File: src/rtl/axilite_param_shadow.sv
// rtl/axilite_param_shadow.sv - double-buffered parameter stage applied atomically at sample boundaries
module axilite_param_shadow #(
    parameter int                    DATA_SIZE   = 128,
    parameter logic [DATA_SIZE-1:0]  RESET_VALUE = '0,
    parameter int                    COUNT_WIDTH = 16,
    parameter int                    MAX_DEFER   = 1024
) (
    input  logic                   clk,
    input  logic                   rst,
    input  logic [DATA_SIZE-1:0]   regs,
    input  logic                   param_en,
    input  logic                   sample_strobe,
    input  logic                   core_busy,
    input  logic                   status_clr,
    output logic [DATA_SIZE-1:0]   active_params,
    output logic                   params_valid,
    output logic                   pending,
    output logic                   update_pulse,
    output logic [COUNT_WIDTH-1:0] update_count,
    output logic                   overrun,
    output logic                   forced
);

    localparam int DW = (MAX_DEFER > 0) ? $clog2(MAX_DEFER + 1) : 1;
    localparam logic [DW-1:0] DEFER_LIMIT = DW'(MAX_DEFER);

    typedef enum logic {S_IDLE, S_PENDING} state_t;

    state_t                 state_q, state_d;
    logic [DATA_SIZE-1:0]   staging_q, staging_d;
    logic [DATA_SIZE-1:0]   active_q, active_d;
    logic [DW-1:0]          defer_q, defer_d;
    logic [COUNT_WIDTH-1:0] count_q, count_d;
    logic                   valid_q, valid_d;
    logic                   pulse_q, pulse_d;
    logic                   overrun_q, overrun_d;
    logic                   forced_q, forced_d;

    logic timeout;
    logic apply;

    // MAX_DEFER of zero disables the timeout path entirely
    assign timeout = (MAX_DEFER != 0) && (defer_q == DEFER_LIMIT);
    assign apply   = (state_q == S_PENDING) && !core_busy && (sample_strobe || timeout);

    always_comb begin
        state_d   = state_q;
        staging_d = staging_q;
        active_d  = active_q;
        defer_d   = defer_q;
        count_d   = count_q;
        valid_d   = valid_q;
        pulse_d   = apply;
        overrun_d = overrun_q;
        forced_d  = forced_q;

        if (status_clr) begin
            overrun_d = 1'b0;
            forced_d  = 1'b0;
        end

        if (apply) begin
            active_d = staging_q;
            count_d  = count_q + 1'b1;
            valid_d  = 1'b1;
            state_d  = S_IDLE;
            if (!sample_strobe) begin
                forced_d = 1'b1;
            end
        end

        // A capture always wins the next state; old staging was already used by apply
        if (param_en) begin
            staging_d = regs;
            state_d   = S_PENDING;
            if ((state_q == S_PENDING) && !apply) begin
                overrun_d = 1'b1;
            end
        end

        if (param_en || apply || (state_q == S_IDLE)) begin
            defer_d = '0;
        end else if (defer_q != DEFER_LIMIT) begin
            defer_d = defer_q + 1'b1;
        end
    end

    always_ff @(posedge clk) begin
        if (rst) begin
            state_q   <= S_IDLE;
            staging_q <= '0;
            active_q  <= RESET_VALUE;
            defer_q   <= '0;
            count_q   <= '0;
            valid_q   <= 1'b0;
            pulse_q   <= 1'b0;
            overrun_q <= 1'b0;
            forced_q  <= 1'b0;
        end else begin
            state_q   <= state_d;
            staging_q <= staging_d;
            active_q  <= active_d;
            defer_q   <= defer_d;
            count_q   <= count_d;
            valid_q   <= valid_d;
            pulse_q   <= pulse_d;
            overrun_q <= overrun_d;
            forced_q  <= forced_d;
        end
    end

    assign active_params = active_q;
    assign params_valid  = valid_q;
    assign pending       = (state_q == S_PENDING);
    assign update_pulse  = pulse_q;
    assign update_count  = count_q;
    assign overrun       = overrun_q;
    assign forced        = forced_q;

endmodule

File: config.mk
export PLATFORM = sky130hd
export DESIGN_NAME = axilite_param_shadow
export DESIGN_NICKNAME = d
export VERILOG_FILES = /design/src/rtl/axilite_param_shadow.sv
export SDC_FILE = /design/constraint.sdc
export NUM_CORES = 1
export LEC_CHECK = 0
export ABC_CLOCK_PERIOD_IN_PS = 1820
export CORE_ASPECT_RATIO = 2
export CORE_MARGIN = 1.5
export CORE_UTILIZATION = 44
export CTS_CLUSTER_DIAMETER = 150
export CTS_CLUSTER_SIZE = 14
export DETAILED_ROUTE_END_ITERATION = 10
export GPL_TIMING_DRIVEN = 0
export PLACE_DENSITY = 0.74
export SKIP_CTS_REPAIR_TIMING = 1
export SLEW_MARGIN = 30
export SYNTH_ARGS = -nofsm -noshare
export SYNTH_HDL_FRONTEND = slang
export SYNTH_SLANG_ARGS = --single-unit
File: constraint.sdc
create_clock -name clk -period 1.82 [get_ports clk]
set_input_delay 0.364 -clock clk [delete_from_list [all_inputs] [get_ports clk]]
set_output_delay 0.364 -clock clk [all_outputs]
set_load 0.01 [all_outputs]
==> metrics.csv, run 1 <==
metric;value;unit
max_cap viols;0;
Syn Area/Cell;9.22;µm²
Net Sw Frac;24.1;%
Layout Utilization;65.4;%
failing checks;setup timing;
crit path max fanout;6;
routability cong.;0.837;
Synth Area in XOR/XNOR;0.729;%
CTS tree;yes;
Compound-Gate Fraction of Synth Area;13.6;%
Top Ports;283;
nets;1641;
critical path's slowest cell;a31oi_4;
routed len/inst;19.5;µm
core area;24300;µm²
NetSw;3.05;mW
H-Tree Depth;1;
first-pass GRT wire length;50.8;mm
clock sink count;288;
Setup Skew;16.0;ps
Area growth, synth to finish;47.0;%
Worst-path clk slew;70;ps
commonest non-fill, non-tap cells in the layout;dfxtp_1 (272), clkdlybuf4s50_1 (196), nor2_1 (140);
die area;25600;µm²
global route hottest layer;met2;
drt first pass iters;5;
FF/Latch Area;5800;µm²
via count;9875;
outcome;finished with violations;
Synth Instances;1173;
most common cell after layout, fill and taps aside;dfxtp_1;
CP max stage delay;410;ps
total track usage;25.2;%
Final WS setup;-133;ps
cts bufs inserted;24;
vias in the first global route;9938;
GRT met2 Usage;49.2;%
final hold slack;389;ps
crit path time final;1950;ps
internal power;9.63;mW
clk_lat worst skew;540;ps
Setup violations, final;75;
Routed Antenna Nets;0;
actual slew at the worst max-slew pin;862;ps
#FFs+latches synth;288;
post-synthesis sequential area ratio;53.3;%
LEAKAGE;7.42;nW
CP Capture Type;flop;
antenna violations before repair;3;
die width;114;µm
Combinational Power Share;11.2;%
clock power share;36.5;%
Mapped Area;10800;µm²
multiplexer area fraction after synthesis;12.6;%
# fillers;1977;
number of DRC markers in iteration 0;435;
Worst path top cell family by delay;buffers and inverters;
Longest Clk Path Bufs;3;
initial core utilization;44.5;%
flop2flop setup slack;-130;ps
hpwl dp;24.9;mm
Die H;225;µm
fin. max-slew vios;0;
syn nets;1310;
final hold vios;0;
main combinational cell family by area after synthesis;simple AND/OR/NAND/NOR gates;
post-synthesis adder-cell area fraction;0.347;%
YS warnings;0;
hold crit path type;in2reg;
Root Driver;clkbuf_16;
Pwr Density;798;nW/µm²
share of layout cells above drive strength 1;13.7;%
Post-Synth Simple-Gate Area;14.9;%
Worst Path Buf+Inv;5;
# rows;81;
critical path arrival;2420;ps
vias per std cell;5.50;
Routed Wire Length;35.0;mm
GRT overflow;0;
RSZ-0062 raised after global routing;true;
Crit Path Category;reg2reg;
Fmax;512;MHz
area of the multi-input gates;4920;µm²
largest net degree at the start of global routing;15;
I/O Buffers;281;
crit share post-route;107;%
Req. time, crit path;2280;ps
DRC violations left;0;
critical path, cell by cell;inv_2 -> ha_4 -> nor2b_4 -> a31oi_4 -> clkbuf_16 -> buf_12 -> buf_12 -> clkbuf_16 -> o21ai_0 -> a21oi_1;
met1 GRT Util;23.4;%
count of cell types in the netlist;35;
met3 Use GR;4.72;%
CP startpoint kind;flop;
Worst VDD drop;792;µV
Slew HR;42.6;%
Seq pwr share;52.2;%
-- per-stage QoR --
step	total power [mW]	std cells	setup slack, ps	instance area [µm²]	setup TNS, ps
6_report	12.7	1797	-133	15900	-3250
5_1_grt	13.1	1797	-184	15900	-9520
4_1_cts	12.6	1770	-681	14600	-127970
3_5_place_dp	7.98	1744	-1030	14000	-255760
3_3_place_gp	7.96	1744	-1030	14000	-255410
2_1_floorplan	7.35	1173	3.66	10800	0
-- path summary, 6_finish.rpt --
kind | start | end | cells after the start
setup reg to reg | defer_q[1]$_SDFFE_PP0N_ | active_params[108]$_SDFFE_PP0P_ | 10
hold reg to reg | active_params[126]$_SDFFE_PP0P_ | active_params[126]$_SDFFE_PP0P_ | 2
setup / recovery | defer_q[1]$_SDFFE_PP0N_ | active_params[108]$_SDFFE_PP0P_ | 10
hold / removal | param_en | defer_q[2]$_SDFFE_PP0N_ | 5
-- power groups by stage --
stage               Combinational (mW)  Clock (mW)  Sequential, mW
floorplan                        0.601           0            6.75
global placement                  1.20           0            6.76
detailed placement                1.22           0            6.76
CTS                               1.23        4.73            6.62
global route                      1.53        4.94            6.64
finish                            1.42        4.63            6.62
-- Yosys cell counts, drive strengths merged --
| cell | number | area (µm²) |
|---|---|---|
| dfxtp | 288 | 5770 |
| nor2 | 146 | 548 |
| a21oi | 142 | 711 |
| nand3 | 139 | 696 |
| o21ai | 131 | 656 |
| mux2i | 129 | 1290 |
| clkbuf | 77 | 289 |
| buf | 34 | 184 |
| nand4 | 10 | 62.6 |
| nor2b | 8 | 50.1 |
| o31ai | 8 | 60.1 |
| or4 | 8 | 60.1 |
| xor2 | 8 | 70.1 |
| mux2 | 6 | 67.6 |
| nand2 | 5 | 18.8 |
| and4 | 4 | 35.0 |
| inv | 4 | 15.0 |
| nand2b | 4 | 25.0 |
| nor4 | 4 | 40.0 |
| and3 | 3 | 18.8 |
| ha | 3 | 37.5 |
| and2 | 2 | 12.5 |
| nor3 | 2 | 10.0 |
| a31o | 1 | 8.76 |
| a31oi | 1 | 21.3 |
| nand3b | 1 | 7.51 |
| nor4b | 1 | 23.8 |
| o211ai | 1 | 7.51 |
| o32ai | 1 | 8.76 |
| or3 | 1 | 6.26 |
| xnor2 | 1 | 8.76 |
-- cells by family after synthesis --
kind of cell / count (synthesis)
mux: 135
xor+xnor: 9
buf+inv: 115
compound gates: 285
flops: 288
simple gates: 338
fa+ha+maj: 3
-- worst min-delay path: stages --
cell	delay (ps)
clkbuf_1	170
nor2_1	70
o211ai_1	90
buf_4	140
a21oi_1	40
-- state kept, by name, indices dropped and copies added (netlist names) --
register / count
overrun: 1
update_count: 16
active_params: 128
forced: 1
pending: 1
defer_q: 11
staging_q: 128
params_valid: 1
update_pulse: 1
-- metal layers --
layer	vias up	wire length, µm
li1	4752	-
met4	0	2070
met1	4685	11400
met3	107	1810
met5	-	0
met2	331	19700
-- final cells by class --
class | instances | share of cell area (%)
flip-flops and latches | 288 | 36.5
multi-input cells | 770 | 31.0
repair buffers | 309 | 21.6
plain buffers | 107 | 4.53
clock buffers | 25 | 3.94
well taps | 290 | 2.28
inverters | 4 | 0.0944
clock inverters | 1 | 0.0551
diodes | 3 | 0.0472
No activity file was read; power rests on OpenSTA's default activity.
==> inputs of run 2 (changes only) <==
--- a/config.mk
+++ b/config.mk
@@ -5,15 +5,16 @@
 export SDC_FILE = /design/constraint.sdc
 export NUM_CORES = 1
 export LEC_CHECK = 0
+export ABC_AREA = 1
 export ABC_CLOCK_PERIOD_IN_PS = 1820
 export CORE_ASPECT_RATIO = 2
 export CORE_MARGIN = 1.5
-export CORE_UTILIZATION = 44
+export CORE_UTILIZATION = 43
 export CTS_CLUSTER_DIAMETER = 150
 export CTS_CLUSTER_SIZE = 14
 export DETAILED_ROUTE_END_ITERATION = 10
 export GPL_TIMING_DRIVEN = 0
-export PLACE_DENSITY = 0.74
+export PLACE_DENSITY = 0.73
 export SKIP_CTS_REPAIR_TIMING = 1
 export SLEW_MARGIN = 30
 export SYNTH_ARGS = -nofsm -noshare
==> run 2 against run 1 <==
  * The run now ends clean
  * Register-to-register slack better by 190 ps
  * First-iteration DRC count up 6.9%
  * Critical path depth down 9
  * Fmax up 8.5%
  * Clock power down 1%
  * Non-clock buffer count down 39
  * Sequential power up 3.3%
  * Routed wire length down 14%
  * Highest routed layer is now met5
==> metrics.csv, run 2 <==
metric;value;unit;change
Top Ports;283;;unchanged
CP Capture Type;primary output;;
most common cell after layout, fill and taps aside;nor2_1;;
die area;25100;µm²;-2.0%
Final Instance Count excl. Fillers;1966;;+9.4%
Worst Path Buf+Inv;1;;-4
critical path arrival;1440;ps;-980 ps
overall power;13.0;mW;+2.5%
cell count after placement;1930;;+11%
most common cell in the synthesized netlist;nor2_1;;
syn nets;1500;;+15%
Post-Place Setup Slack;-746;ps;+279 ps
Slew HR;45.9;%;+3.3 points
I/O Buffers;280;;-0.36%
routability cong.;0.848;;+1.3%
share of layout cells above drive strength 1;5.79;%;-7.9 points
area of the multi-input gates;4190;µm²;-15%
hold crit path type;in2reg;;
outcome;finished clean;;
Longest Clk Path Bufs;3;;unchanged
Routed Wire Length;30.1;mm;-14%
hpwl dp;22.4;mm;-9.9%
Worst-path clk slew;70;ps;about the same
Area growth, synth to finish;40.7;%;
GRT overflow;0;;unchanged
post-route cell area;14600;µm²;-8.4%
Root Driver;clkbuf_16;;
Min-Delay Startpoint;rst;;
largest net degree at the start of global routing;15;;unchanged
Setup TNS;0;ps;+3250 ps
nets;1812;;+10%
FF/Latch Area;5780;µm²;-0.19%
initial core utilization;43.6;%;-0.82 points
Pwr Density;893;nW/µm²;+12%
Crit. path cell count;1;;-9
Routed Antenna Nets;0;;unchanged
fin. max-slew vios;0;;unchanged
Placement Cell Area;13500;µm²;-3.4%
final hold slack;283;ps;-106 ps
Req. time, crit path;1460;ps;-820 ps
critical path, cell by cell;clkdlybuf4s50_1;;
clock sink count;288;;unchanged
Worst path top cell family by delay;buffers and inverters;;
CP startpoint;pending$_SDFFE_PP0P_;;
clk_lat worst skew;520;ps;-20 ps
YS warnings;0;;unchanged
routed len/inst;15.3;µm;-21%
Mapped Area;10400;µm²;-4.3%
#FFs+latches synth;288;;unchanged
vias in the first global route;9658;;-2.8%
# fillers;2161;;+9.3%
Die H;222;µm;-1.0%
cts bufs inserted;24;;unchanged
# rows;80;;-1.2%
commonest non-fill, non-tap cells in the layout;nor2_1 (554), dfxtp_1 (275), o21ai_0 (219), clkdlybuf4s50_1 (219), nand2_1 (69);;
CP startpoint kind;flop;;
Fmax;555;MHz;+8.5%
Hold Path Depth;2;;-3
drt first pass iters;4;;-1
crit share post-route;98.9;%;-8.4 points
DRC violations left;0;;unchanged
crit path time final;1800;ps;-153 ps
CP max stage delay;540;ps;+130 ps
max_cap viols;0;;unchanged
fraction of registers with async set/reset;0;%;unchanged
Setup violations, final;0;;-100%
Crit Path Category;reg2out;;
Yosys top cell area share;55.7;%;+2.4 points
final hold vios;0;;unchanged
post-synthesis sequential area ratio;55.7;%;+2.4 points
largest area contributor in the netlist;dfxtp_1;;
Synth Instances;1363;;+16%
reg-to-reg startpoint;defer_q[1]$_SDFFE_PP0N_;;
critical path's slowest cell;clkdlybuf4s50_1;;
vias per std cell;4.95;;-10%
ys flop type;dfxtp_1;;
Final WS setup;19.7;ps;+153 ps
count of cell types in the netlist;23;;-34%
LEAKAGE;6.64;nW;-10%
total track usage;23.7;%;-1.6 points
core area;23700;µm²;-2.5%
Syn Area/Cell;7.60;µm²;-18%
Layout Utilization;61.4;%;-4.0 points
RSZ-0062 raised after global routing;true;;
EDFF count, synth;0;;unchanged
first-pass GRT wire length;47.7;mm;-6.1%
crit path max fanout;4;;-2
actual slew at the worst max-slew pin;812;ps;-49.4 ps
Worst VDD drop;888;µV;+12%
number of DRC markers in iteration 0;465;;+6.9%
top post-synthesis cells by area;dfxtp_1 (56%), nor2_1 (20%), o21ai_0 (13%), clkbuf_1 (2.8%), nand2_1 (2.5%);;
H-Tree Depth;1;;unchanged
Setup Skew;7.32;ps;-8.71 ps
die width;113;µm;-0.99%
CTS tree;yes;;
via count;9726;;-1.5%
synth cell count leaders;nor2_1 (555), dfxtp_1 (288), o21ai_0 (265);;
antenna violations before repair;8;;+5
reg2reg path depth;10;;unchanged
## run 2: changes by cell type after synthesis, moves of 12 or more
cell	before	now
nor2_1	146	555
nand2_1	5	69
o21ai_0	131	265
buf_1	12	0
nand3_1	139	18
mux2i_1	129	0
inv_1	4	31
a21oi_1	142	11
## run 2: report_power, final
part,internal (mW),total (mW),switching [mW]
sequential,6.66,6.84,0.180
clock,2.42,4.58,2.16
combinational,0.798,1.59,0.791
total,9.87,13.0,3.13
## run 2: cells by family (layout without fill, tap and decap cells)
| group | count (synthesis) | after routing | synth area share (%) |
|---|---|---|---|
| AOI/OAI and AO/OA | 277 | 277 | 13.5 |
| xor gates and xnor gates | 12 | 12 | 1.01 |
| adders and majority gates | 3 | 3 | 0.363 |
| buffers and inverters | 122 | 434 | 4.71 |
| DFF | 288 | 288 | 55.7 |
| other | 0 | 4 | 0 |
| and+or+nand+nor | 661 | 661 | 24.7 |
## run 2: final cells by class
type | instances | share of cell area, %
Clock buffer | 25 | 4.29
Buffer | 91 | 3.16
Sequential cell | 288 | 39.7
Inverter | 31 | 0.799
Multi-Input combinational cell | 953 | 28.7
Antenna cell | 4 | 0.0687
Clock inverter | 1 | 0.0601
Tap cell | 287 | 2.47
Timing Repair Buffer | 286 | 20.7
## run 2: path summary, 6_finish.rpt
path | to | slack, ps
worst min register to register | active_params[82]$_SDFFE_PP0P_ | 480
worst max register to register | active_params[9]$_SDFFE_PP0P_ | 60
worst min-delay path | update_count[3]$_SDFFE_PP0P_ | 280
worst max-delay path | pending | 20
## run 2: per-layer routing
layer / up-vias / GRT usage [%] / share of wire, %
li1: 4943 / - / -
met3: 102 / 5.35 / 6.1
met2: 279 / 45.5 / 54
met5: - / 0 / 0.18
met1: 4394 / 22.3 / 34
met4: 8 / 13.7 / 5.8
==> inputs of run 3 (changes only) <==
--- a/config.mk
+++ b/config.mk
@@ -16,7 +16,6 @@
 export GPL_TIMING_DRIVEN = 0
 export PLACE_DENSITY = 0.73
 export SKIP_CTS_REPAIR_TIMING = 1
-export SLEW_MARGIN = 30
 export SYNTH_ARGS = -nofsm -noshare
 export SYNTH_HDL_FRONTEND = slang
 export SYNTH_SLANG_ARGS = --single-unit
==> results of run 3 <==
The final DEF is identical to that of run 2; final timing and power are the same.
